File: config.mk
export PLATFORM = sky130hd
export DESIGN_NAME = ahb3lite_arbiter_2m
export DESIGN_NICKNAME = d
export VERILOG_FILES = /design/src/rtl/ahb3lite_arbiter_2m.sv
export SDC_FILE = /design/constraint.sdc
export NUM_CORES = 1
export LEC_CHECK = 0
export CELL_PAD_IN_SITES_DETAIL_PLACEMENT = 1
export CELL_PAD_IN_SITES_GLOBAL_PLACEMENT = 2
export CORE_ASPECT_RATIO = 0.9
export CORE_UTILIZATION = 23
export CTS_BUF_LIST = sky130_fd_sc_hd__clkbuf_4 sky130_fd_sc_hd__clkbuf_8
export DETAILED_ROUTE_END_ITERATION = 7
export PLACE_DENSITY = 0.79
export REMOVE_ABC_BUFFERS = 1
export SYNTH_ARGS = -nofsm -noshare
export SYNTH_HDL_FRONTEND = slang
export SYNTH_SLANG_ARGS = --single-unit
File: constraint.sdc
create_clock -name hclk_i -period 5 [get_ports hclk_i]
set_input_delay 1 -clock hclk_i [delete_from_list [all_inputs] [get_ports hclk_i]]
set_output_delay 1 -clock hclk_i [all_outputs]
set_load 0.03 [all_outputs]
File: src/rtl/ahb3lite_arbiter_2m.sv
// Two-master to one-slave AHB-Lite arbiter with a one-entry address holding buffer per master.
// Define ARB_ROUND_ROBIN_EN to alternate contested grants; otherwise master 0 wins contests.
module ahb3lite_arbiter_2m #(
    parameter int HADDR_SIZE = 32,
    parameter int HDATA_SIZE = 32
) (
    input  logic                  hclk_i,
    input  logic                  hreset_n_i,

    input  logic [HADDR_SIZE-1:0] m0_haddr_i,
    input  logic [1:0]            m0_htrans_i,
    input  logic                  m0_hwrite_i,
    input  logic [2:0]            m0_hsize_i,
    input  logic [2:0]            m0_hburst_i,
    input  logic [3:0]            m0_hprot_i,
    input  logic                  m0_hmastlock_i,
    input  logic [HDATA_SIZE-1:0] m0_hwdata_i,
    output logic [HDATA_SIZE-1:0] m0_hrdata_o,
    output logic                  m0_hready_o,
    output logic                  m0_hresp_o,

    input  logic [HADDR_SIZE-1:0] m1_haddr_i,
    input  logic [1:0]            m1_htrans_i,
    input  logic                  m1_hwrite_i,
    input  logic [2:0]            m1_hsize_i,
    input  logic [2:0]            m1_hburst_i,
    input  logic [3:0]            m1_hprot_i,
    input  logic                  m1_hmastlock_i,
    input  logic [HDATA_SIZE-1:0] m1_hwdata_i,
    output logic [HDATA_SIZE-1:0] m1_hrdata_o,
    output logic                  m1_hready_o,
    output logic                  m1_hresp_o,

    output logic [HADDR_SIZE-1:0] s_haddr_o,
    output logic [1:0]            s_htrans_o,
    output logic                  s_hwrite_o,
    output logic [2:0]            s_hsize_o,
    output logic [2:0]            s_hburst_o,
    output logic [3:0]            s_hprot_o,
    output logic                  s_hmastlock_o,
    output logic [HDATA_SIZE-1:0] s_hwdata_o,
    input  logic [HDATA_SIZE-1:0] s_hrdata_i,
    input  logic                  s_hready_i,
    input  logic                  s_hresp_i,

    output logic                  owner_o
);

    localparam logic [1:0] HT_IDLE = 2'b00;
    localparam logic [1:0] HT_SEQ  = 2'b11;

    typedef struct packed {
        logic [HADDR_SIZE-1:0] haddr;
        logic [1:0]            htrans;
        logic                  hwrite;
        logic [2:0]            hsize;
        logic [2:0]            hburst;
        logic [3:0]            hprot;
        logic                  hmastlock;
    } ctrl_t;

    ctrl_t       w_in       [2];
    ctrl_t       w_src      [2];
    ctrl_t       r_pend_reg [2];
    ctrl_t       w_out;
    logic [1:0]  r_pend_v;
    logic        r_owner;
    logic        r_dvalid;
    logic        r_down;
    logic [1:0]  w_hready;
    logic [1:0]  w_hresp;
    logic [1:0]  w_live;
    logic [1:0]  w_req;
    logic [1:0]  w_pset;
    logic [1:0]  w_pclr;
    logic        w_sel;

    assign w_in[0] = {m0_haddr_i, m0_htrans_i, m0_hwrite_i, m0_hsize_i,
                      m0_hburst_i, m0_hprot_i, m0_hmastlock_i};
    assign w_in[1] = {m1_haddr_i, m1_htrans_i, m1_hwrite_i, m1_hsize_i,
                      m1_hburst_i, m1_hprot_i, m1_hmastlock_i};

    // A master with a buffered entry is stalled until that entry's data phase is done.
    always_comb begin
        w_hready = 2'b11;
        w_hresp  = 2'b00;
        w_live   = 2'b00;
        w_req    = 2'b00;
        for (int k = 0; k < 2; k++) begin
            if (r_pend_v[k])
                w_hready[k] = 1'b0;
            else if (r_dvalid && (r_down == 1'(k)))
                w_hready[k] = s_hready_i;
            if (r_dvalid && (r_down == 1'(k)))
                w_hresp[k] = s_hresp_i;
            w_live[k] = w_in[k].htrans[1] & w_hready[k];
            w_req[k]  = r_pend_v[k] | w_live[k];
            w_src[k]  = r_pend_v[k] ? r_pend_reg[k] : w_in[k];
        end
    end

    always_comb begin
        w_sel = r_owner;
        if (!s_hready_i)
            w_sel = r_owner;
        else if (w_req[r_owner] && (w_src[r_owner].htrans == HT_SEQ))
            w_sel = r_owner;
        else if (w_req[0] && w_req[1])
`ifdef ARB_ROUND_ROBIN_EN
            w_sel = ~r_owner;
`else
            w_sel = 1'b0;
`endif
        else if (w_req[0])
            w_sel = 1'b0;
        else if (w_req[1])
            w_sel = 1'b1;
    end

    always_comb begin
        w_pset = 2'b00;
        w_pclr = 2'b00;
        for (int k = 0; k < 2; k++) begin
            w_pset[k] = w_live[k] & ~((w_sel == 1'(k)) & s_hready_i);
            w_pclr[k] = r_pend_v[k] & (w_sel == 1'(k)) & s_hready_i;
        end
    end

    assign w_out         = w_src[w_sel];
    assign s_haddr_o     = w_out.haddr;
    assign s_htrans_o    = w_req[w_sel] ? w_out.htrans : HT_IDLE;
    assign s_hwrite_o    = w_out.hwrite;
    assign s_hsize_o     = w_out.hsize;
    assign s_hburst_o    = w_out.hburst;
    assign s_hprot_o     = w_out.hprot;
    assign s_hmastlock_o = w_out.hmastlock;
    assign s_hwdata_o    = r_down ? m1_hwdata_i : m0_hwdata_i;

    assign m0_hrdata_o = s_hrdata_i;
    assign m1_hrdata_o = s_hrdata_i;
    assign m0_hready_o = w_hready[0];
    assign m1_hready_o = w_hready[1];
    assign m0_hresp_o  = w_hresp[0];
    assign m1_hresp_o  = w_hresp[1];
    assign owner_o     = r_owner;

    // Address stage -> data stage boundary
    always_ff @(posedge hclk_i or negedge hreset_n_i) begin
        if (!hreset_n_i) begin
            r_owner  <= 1'b0;
            r_dvalid <= 1'b0;
            r_down   <= 1'b0;
            r_pend_v <= 2'b00;
        end else begin
            r_owner <= w_sel;
            if (s_hready_i) begin
                r_dvalid <= w_req[w_sel] & w_out.htrans[1];
                r_down   <= w_sel;
            end
            for (int k = 0; k < 2; k++) begin
                if (w_pset[k])
                    r_pend_v[k] <= 1'b1;
                else if (w_pclr[k])
                    r_pend_v[k] <= 1'b0;
            end
        end
    end

    always_ff @(posedge hclk_i) begin
        for (int k = 0; k < 2; k++) begin
            if (w_pset[k])
                r_pend_reg[k] <= w_in[k];
        end
    end

endmodule

## Word-level counts from Yosys, hierarchy flattened

Memory sizes are Yosys's and may differ from the RTL's.
Index checks and enable logic that the tools add are counted.

| operators by class | value |
|---|---|
| muxes and demuxes | 33 |
| bitwise operators | 19 |
| magnitude comparators | 4 |
| equal/unequal tests | 1 |
| reduce and logical (&&, ||, !) cells | 6 |

Operators by type and width:

| cell | count |
|---|---|
| $mux 46 | 5 |
| $mux 14 | 3 |
| $mux 32 | 1 |
| $mux 1 | 23 |
| $and 1x1->1 | 11 |
| $ge 2x2->1 const B | 2 |
| $logic_and 1x1->1 | 4 |
| $lt 1x2->1 const B | 2 |
| $not 1->1 | 4 |
| $not 1->2 | 2 |
| $reduce_bool 2->1 | 2 |
| $eq 2x2->1 const B | 1 |
| $mux 2 | 1 |
| $or 1x1->1 | 2 |

| storage, ports and cells | value |
|---|---|
| output and inout port bits | 147 |
| memories kept | 1 |
| RAM bits | 92 |
| input bits | 192 |
| flip-flop bits (word level) | 5 |

Memory list:

| memory | words | bits a word | read ports | clocked after memory_dff | wr ports | line | RTL |
|---|---|---|---|---|---|---|---|
| r_pend_reg | 2 | 46 | 2 | 0 | 2 | 64 | `ctrl_t r_pend_reg [2];` |

## Logic depth before layout (Yosys ltp)

Gate-level depths: netlist of run 1.

| logic depth | value |
|---|---|
| depth after elaboration | 17 |
| depth in mapped cells | 7 |
| depth with buffers taken out | 4 |

## Worst setup path before layout of run 1

Ideal clock, no wire load.

| timing path | value |
|---|---|
| kind | in2reg |
| start | input s_hready_i |
| end | memory r_pend_reg[0][46] (netlist name), enable pin |
| setup slack | 509 ps |
| library setup time | 465 ps |
| required time | 4535 ps |
| data arrival time | 4026 ps |
| cell stages on the path | 4 |
| path through | nand3b_1 nor2b_1 nand2_1 a21oi_1 |

RTL lines:

| element | line | RTL |
|---|---|---|
| from (decl) | 43 | `input logic s_hready_i,` |
| to (decl) | 64 |  |

## Final worst setup path of run 1

| timing path | value |
|---|---|
| start | input s_hready_i |
| end | output s_haddr_o[6] |

| on the way | value |
|---|---|
| word-level cells in the longest chain between the ends | 13 |
| elaborated cells between the ends (all ways) | 21 |

Ends and longest elaborated chain:

| element | line | RTL |
|---|---|---|
| $mux 1 | 92 | `else if (r_dvalid && (r_down == 1'(k)))` |
| $mux 1 | 90 | `if (r_pend_v[k])` |
| $and 1x1->1 | 96 | `w_live[k] = w_in[k].htrans[1] & w_hready[k];` |
| $or 1x1->1 | 97 | `w_req[k] = r_pend_v[k] \| w_live[k];` |
| $mux 1 (on tied branches) | 116, 106 |  |
| $mux 1 (on tied branches) | 114, 106 |  |
| $mux 1 / $logic_and 1x1->1 (equally long branches) | 108, 106 |  |
| $mux 1 | 106 | `else if (w_req[r_owner] && (w_src[r_owner].htrans == HT_SEQ))` |
| $mux 1 (*) | 104 | `if (!s_hready_i)` |
| $not 1->2 (not written as such) (*) | 129 | `assign w_out = w_src[w_sel];` |
| $mux 46 (not written as such) (*) (3 in series) | 129 |  |
| to (decl) | 34 | `output logic [HADDR_SIZE-1:0] s_haddr_o,` |

Mark *: on every way between the ends. The rest lies on a longest branch, timed or not. The select of a mux whose other input is x is not followed.

==> results of run 1 <==
[power groups by stage]
stage                     clock network (uW)  registers, uW  logic, uW
after CTS                                536           1040       1390
after floorplan                            0           1100        757
after global placement                     0           1060       1370
final                                    502           1040       1380
after global routing                     560           1050       1450
after detailed placement                   0           1060       1390
[cell usage in the layout (no fill, tap or decap), types with 4 or more instances in the layout]
cell and count:
sky130_fd_sc_hd__buf_4 7, sky130_fd_sc_hd__clkbuf_8 9, sky130_fd_sc_hd__edfxtp_1 92, sky130_fd_sc_hd__clkdlybuf4s50_1 242, sky130_fd_sc_hd__nor2b_1 4, sky130_fd_sc_hd__mux2i_1 134, sky130_fd_sc_hd__mux2_2 33, sky130_fd_sc_hd__a21oi_1 4
sky130_fd_sc_hd__inv_6 4, sky130_fd_sc_hd__nand2_1 5
[metrics by stage]
step	cells	power, uW
floorplan	306	1850
global placement	859	2430
finish	875	2920
detailed placement	859	2450
CTS	875	2970
global route	875	3060
[final cells by class]
| type | count | area [um2] | area share |
|---|---|---|---|
| flip-flops and latches | 97 | 2890 | 0.363 |
| repair buffers | 251 | 2510 | 0.316 |
| multi-input cells | 207 | 1980 | 0.249 |
| well taps | 302 | 378 | 0.0475 |
| clock buffers | 10 | 131 | 0.0165 |
| clock inverters | 6 | 48.8 | 0.00614 |
| inverters | 2 | 7.51 | 0.000944 |
[Yosys cell counts, drive strengths merged]
cell type,instances,area share
inv,2,0.0014
nand2,6,0.0041
a311oi,1,0.0016
a2111oi,1,0.0016
and3b,1,0.0016
o211ai,1,0.0023
nor3,2,0.0018
nor2,2,0.0014
o21ai,5,0.0053
mux2,33,0.068
or3b,1,0.0016
edfxtp,92,0.51
dfrtp,5,0.023
buf,84,0.11
a21bo,1,0.0018
a21boi,1,0.0014
o21a,1,0.0014
nor2b,4,0.0046
and3,4,0.0046
o21bai,1,0.0014
mux2i,134,0.25
a22o,1,0.0016
a21oi,5,0.0046
a2bb2oi,1,0.0016
nand3b,1,0.0014
[tightest hold or removal path, stage by stage (launching register included)]
cell	delay, ps
sky130_fd_sc_hd__dfrtp_1	480
sky130_fd_sc_hd__nand2_1	100
sky130_fd_sc_hd__o211ai_2	60
[worst min path at each step]
stage / to / slack (ps) / start / cells past startpoint
after floorplan: r_dvalid$_DFFE_PN0P_ / 510 / r_dvalid$_DFFE_PN0P_ / 2
after detailed placement: r_dvalid$_DFFE_PN0P_ / 640 / r_dvalid$_DFFE_PN0P_ / 2
after global placement: r_dvalid$_DFFE_PN0P_ / 640 / r_dvalid$_DFFE_PN0P_ / 2
final: r_dvalid$_DFFE_PN0P_ / 660 / r_dvalid$_DFFE_PN0P_ / 2
after global routing: r_dvalid$_DFFE_PN0P_ / 710 / r_dvalid$_DFFE_PN0P_ / 2
after CTS: r_dvalid$_DFFE_PN0P_ / 660 / r_dvalid$_DFFE_PN0P_ / 2
[routing by layer]
metal | wire, um | track usage | up-vias
met5 | 130 | 0.0599 | -
met4 | 122 | 0.0243 | 4
met3 | 2520 | 0.0931 | 10
met2 | 8870 | 0.249 | 222
met1 | 7160 | 0.165 | 1954
li1 | - | - | 1757
[cells by family (layout without fill, tap and decap cells)]
logic type / Yosys count / after routing / share of synthesized area
AND/OR/NAND/NOR: 21 / 21 / 0.0211
buffers and inverters: 86 / 269 / 0.113
AO/OA/AOI/OAI: 19 / 19 / 0.0245
flip-flops: 97 / 97 / 0.528
multiplexers: 167 / 167 / 0.313
==> flow_metrics.py, run 1 <==
metrics = {
    "status": {
        "outcome": "finished clean",
    },
    "timing": {
        "worst_setup_slack_after_layout_ps": 388,
        "final.period_utilization": 0.922,
        "holdWs_ps": 662,
        "worst_slew_margin_rel": 0.399,
        "timing.final.setup_violations": 0,
        "fmax_ghz": 0.217,
        "hold_violations": 0,
        "tightest_slew_ps": 902,
        "grt_setup_unrepaired": "false",
        "worst_clock_skew_ps": 14.9,
        "setup_total_negative_slack_ps": 0,
        "drv_slew": 0,
        "crit_path_time_final_ps": 4610,
    },
    "cts": {
        "cts.clk_slew.worst_paths_ps": 100,
        "cts_buffers": 9,
        "cts_root_buffer": "sky130_fd_sc_hd__clkbuf_8",
        "clk_path_buf_depth": 2,
        "ctsHoldBuffers": 0,
        "post-cts-setup-buffers": 0,
        "worstSkewPairLatency_ps": 380,
        "post_cts_resize_count": 0,
        "cts_h_tree_lvls": 3,
        "cts_num_sinks": 97,
        "tritoncts_clock_tree": "yes",
    },
    "critical_path": {
        "worst-r2r-setup-slack_ps": 2210,
        "critPathTopFamily": "buffers and inverters",
        "end_kind": "output pin",
        "timing.critical_path.arrival_ps": 3610,
        "worst_setup_path_start_kind": "input port",
        "worstSetupPathDepth": 7,
        "worst_path_class_setup": "input port to output pin",
        "critical_path_required_ps": 4000,
        "capturing_instance_or_port_of_the_critical_path": "s_haddr_o[6]",
        "crit_slowest_cell": "sky130_fd_sc_hd__clkdlybuf4s50_1",
        "reg2reg_from": "r_pend_v[1]$_DFFE_PN0P_",
        "timing.critical_path.slowest_cell_delay_ps": 700,
        "crit_path_cell_trace": "clkdlybuf4s50_1 > o21ai_1 > a21bo_2 > nand2_4 > buf_12 > mux2i_1 > clkdlybuf4s50_1",
        "reg2reg_depth": 5,
        "r2r_end": "r_pend_reg[0][10]$_DFFE_PP_",
        "crit_path_max_fanout": 28,
        "startpoint": "s_hready_i",
        "cpMostUsedCell": "sky130_fd_sc_hd__clkdlybuf4s50_1",
        "number_of_buffer_and_inverter_instances_along_the_worst_setup_path": 3,
    },
    "synthesis": {
        "synth.yosys.seq_area_share": 0.528,
        "netlist_instances": 390,
        "synth.distinct_cells": 30,
        "synthesis.area_per_instance_um2": 14.0,
        "register_bit_count_reported_by_yosys": 97,
        "yosysWarnings": 0,
        "syn_area_mm2": 0.00547,
    },
    "grt": {
        "wire_length_of_the_first_global_routing_pass_um": 27200,
        "grt_start_max_net_pins": 50,
        "grt-ovfl-total": 0,
        "grt.total_usage": 0.152,
        "grt_antenna_before_repair": 0,
        "number_of_global_route_vias_before_repair": 4443,
    },
    "run": {
        "cap_viol_max_count": 0,
    },
    "place": {
        "io_buffer_count": 242,
        "pre_cts_worst_setup_slack_ps": 392,
        "place_congestion": 0.771,
        "detailed_place_hpwl_um": 14300,
        "detailed_place.area_mm2": 0.00777,
    },
    "die": {
        "initial_core_util": 0.234,
        "die_area_mm2": 0.0244,
        "site_rows": 53,
        "fp.dieW_um": 165,
        "top_level_ports": 339,
        "core-area_mm2": 0.0233,
        "die_h_um": 148,
    },
    "pwr": {
        "power_density_over_the_cells_mw_per_mm2": 367,
        "clkPwrFrac": 0.172,
        "cell_internal_pwr_uw": 1810,
        "seq_power_share": 0.356,
        "power.switching_fraction": 0.378,
        "switching_power_uw": 1100,
        "total_leakage_power_uw": 0.00305,
        "irDropWorstVdd_mv": 0.192,
        "p_comb_frac": 0.472,
    },
    "cells_and_area": {
        "final_net_count": 760,
        "area.growth.synth_to_final_pct": 45.4,
        "fin_util": 0.341,
        "fillerInstances": 2506,
        "num_antenna_cells": 0,
        "largest_reg_flops": 92,
        "stdcell_area_mm2": 0.00795,
        "post_route_cells_drive_above_1_share": 0.115,
    },
    "detailed_routing": {
        "drcViolationCount": 0,
        "vias": 3947,
        "detail_route.vias_per_cell": 4.51,
        "antenna_left": 0,
        "drt-wirelength-per-cell_um": 21.5,
        "drt_iter0_markers": 83,
        "detailedRoute.firstPassIterationCount": 4,
        "total_length_of_routed_wires_um": 18800,
    },
    "hold_path": {
        "worstHoldPathType": "flip-flop to flip-flop",
    },
}
Note: power is estimated with default switching activity, not from simulation.
==> inputs of run 2 (changes only) <==
--- a/config.mk
+++ b/config.mk
@@ -12,7 +12,6 @@
 export CTS_BUF_LIST = sky130_fd_sc_hd__clkbuf_4 sky130_fd_sc_hd__clkbuf_8
 export DETAILED_ROUTE_END_ITERATION = 7
 export PLACE_DENSITY = 0.79
-export REMOVE_ABC_BUFFERS = 1
 export SYNTH_ARGS = -nofsm -noshare
 export SYNTH_HDL_FRONTEND = slang
 export SYNTH_SLANG_ARGS = --single-unit
==> flow_metrics.py, run 2 (synthesis gave the netlist of run 1 again) <==
metrics = {
    "status": {
        "outcome": "finished clean",
    },
    "hold_path": {
        "worstHoldPathType": "flip-flop to flip-flop",
        "whs_endpoint": "r_down$_DFFE_PN0P_",
        "hold_path_startpoint": "r_down$_DFFE_PN0P_",
        "worst_hold_stages": 1,
    },
    "grt": {
        "grt_start_max_net_pins": 47,
        "grt_antenna_before_repair": 0,
        "grt.total_usage": 0.146,
        "wire_length_of_the_first_global_routing_pass_um": 26100,
        "grt-ovfl-total": 0,
        "number_of_global_route_vias_before_repair": 4266,
    },
    "timing": {
        "fmax_ghz": 0.221,
        "timing.final.setup_violations": 0,
        "worst_clock_skew_ps": 20.7,
        "crit_path_time_final_ps": 4530,
        "worst_slew_margin_rel": 0.426,
        "drv_slew": 0,
        "grt_setup_unrepaired": "false",
        "setup_total_negative_slack_ps": 0,
        "tightest_slew_ps": 861,
        "hold_violations": 0,
        "final.period_utilization": 0.907,
        "worst_setup_slack_after_layout_ps": 466,
    },
    "detailed_routing": {
        "antenna_left": 0,
        "drt_iter0_markers": 92,
        "total_length_of_routed_wires_um": 18500,
        "drcViolationCount": 0,
        "detailedRoute.firstPassIterationCount": 4,
        "drt-wirelength-per-cell_um": 21.2,
        "vias": 3816,
        "detail_route.vias_per_cell": 4.37,
    },
    "cells_and_area": {
        "final_net_count": 759,
        "area.growth.synth_to_final_pct": 46.7,
        "layout.cells.most_common": "sky130_fd_sc_hd__clkdlybuf4s50_1",
        "num_antenna_cells": 0,
        "post_route_cells_drive_above_1_share": 0.119,
        "largest_reg_flops": 92,
        "layout.cells.most_common_list": "sky130_fd_sc_hd__clkdlybuf4s50_1 (239), sky130_fd_sc_hd__mux2i_1 (134), sky130_fd_sc_hd__edfxtp_1 (92)",
        "fillerInstances": 2484,
    },
    "die": {
        "top_level_ports": 339,
        "initial_core_util": 0.234,
        "core-area_mm2": 0.0233,
        "site_rows": 53,
        "die_h_um": 148,
        "die_area_mm2": 0.0244,
        "fp.dieW_um": 165,
    },
    "cts": {
        "cts.clk_slew.worst_paths_ps": 90,
        "cts_num_sinks": 97,
        "cts_buffers": 9,
        "post-cts-setup-buffers": 0,
        "post_cts_resize_count": 0,
        "cts_root_buffer": "sky130_fd_sc_hd__clkbuf_8",
        "ctsHoldBuffers": 0,
        "clk_path_buf_depth": 2,
        "worstSkewPairLatency_ps": 380,
        "cts_h_tree_lvls": 3,
        "tritoncts_clock_tree": "yes",
    },
    "critical_path": {
        "worst_path_class_setup": "input port to output pin",
        "worst-r2r-setup-slack_ps": 2200,
        "worst_setup_path_start_kind": "input port",
        "reg2reg_depth": 5,
        "r2r_end": "r_pend_reg[0][48]$_DFFE_PP_",
        "critical_path_required_ps": 4000,
        "timing.critical_path.arrival_ps": 3530,
        "crit_path_max_fanout": 35,
        "reg2reg_from": "r_pend_v[0]$_DFFE_PN0P_",
        "end_kind": "output pin",
    },
    "place": {
        "pre_cts_worst_setup_slack_ps": 488,
        "detailed_place_hpwl_um": 14200,
        "place_congestion": 0.813,
        "io_buffer_count": 242,
    },
    "pwr": {
        "irDropWorstVdd_mv": 0.173,
        "total_leakage_power_uw": 0.00307,
        "power_density_over_the_cells_mw_per_mm2": 385,
    },
    "run": {
        "cap_viol_max_count": 0,
    },
    "synthesis": {
        "synth_fp_nets": 582,
    },
}
-- run 2: cell types whose count changed in the layout (fill, tap and decap cells not counted) --
cell                              change
sky130_fd_sc_hd__clkinvlp_4           +2
sky130_fd_sc_hd__nand2_4              -1
sky130_fd_sc_hd__clkinv_2             -1
sky130_fd_sc_hd__clkinv_4             -1
sky130_fd_sc_hd__bufinv_16            +3
sky130_fd_sc_hd__clkdlybuf4s50_1      -3
sky130_fd_sc_hd__nand2_2              +1
sky130_fd_sc_hd__inv_6                -3
sky130_fd_sc_hd__buf_12               +2
-- run 2: area by class of cell --
type / instances / area, um2 / area share
inverter: 2 / 7.51 / 0.000936
clock inverter: 6 / 114 / 0.0142
timing repair buffer: 250 / 2520 / 0.315
clock buffer: 10 / 131 / 0.0164
multi-input combinational: 207 / 1980 / 0.246
tap: 302 / 378 / 0.0471
sequential: 97 / 2890 / 0.360
-- run 2: critical path: stages --
cell and delay [ps]:
sky130_fd_sc_hd__clkdlybuf4s50_1 670, sky130_fd_sc_hd__o21ai_1 180, sky130_fd_sc_hd__a21bo_2 280, sky130_fd_sc_hd__nand2_2 100, sky130_fd_sc_hd__buf_12 260, sky130_fd_sc_hd__mux2i_1 290
sky130_fd_sc_hd__clkdlybuf4s50_1 710
-- run 2: how the worst max path moves through the flow --
stage,start,slack (ps),end,depth (start not counted)
detailed placement,s_hready_i,490,s_haddr_o[31],7
global route,s_hready_i,310,s_haddr_o[31],7
finish,s_hready_i,470,s_haddr_o[31],7
CTS,s_hready_i,470,s_haddr_o[31],7
global placement,s_hready_i,580,s_hprot_o[0],7
floorplan,s_hready_i,510,r_pend_reg[0][46]$_DFFE_PP_,4
-- run 2: metal layers --
layer / vias up / GRT usage / wire, um
met2: 188 / 0.276 / 9960
met3: 18 / 0.0332 / 1330
met1: 1856 / 0.160 / 6980
li1: 1754 / - / -
met5: - / 0 / 0
met4: 0 / 0.0399 / 225
-- run 2: report_power, final --
| group | internal, uW | switching, uW | total, uW |
|---|---|---|---|
| combinational | 653 | 746 | 1400 |
| clock | 340 | 297 | 637 |
| sequential | 978 | 70.6 | 1050 |
| total | 1970 | 1110 | 3080 |
-- run 2: through the flow --
stage	utilization	total power (uW)	hold WS (ps)	area, um2	cells
2_1_floorplan	-	1960	509	5470	390
3_3_place_gp	0.333	2470	554	7780	858
3_5_place_dp	0.333	2490	579	7780	858
4_1_cts	0.344	3140	603	8020	874
5_1_grt	0.344	3220	655	8020	874
6_report	0.344	3080	594	8020	874
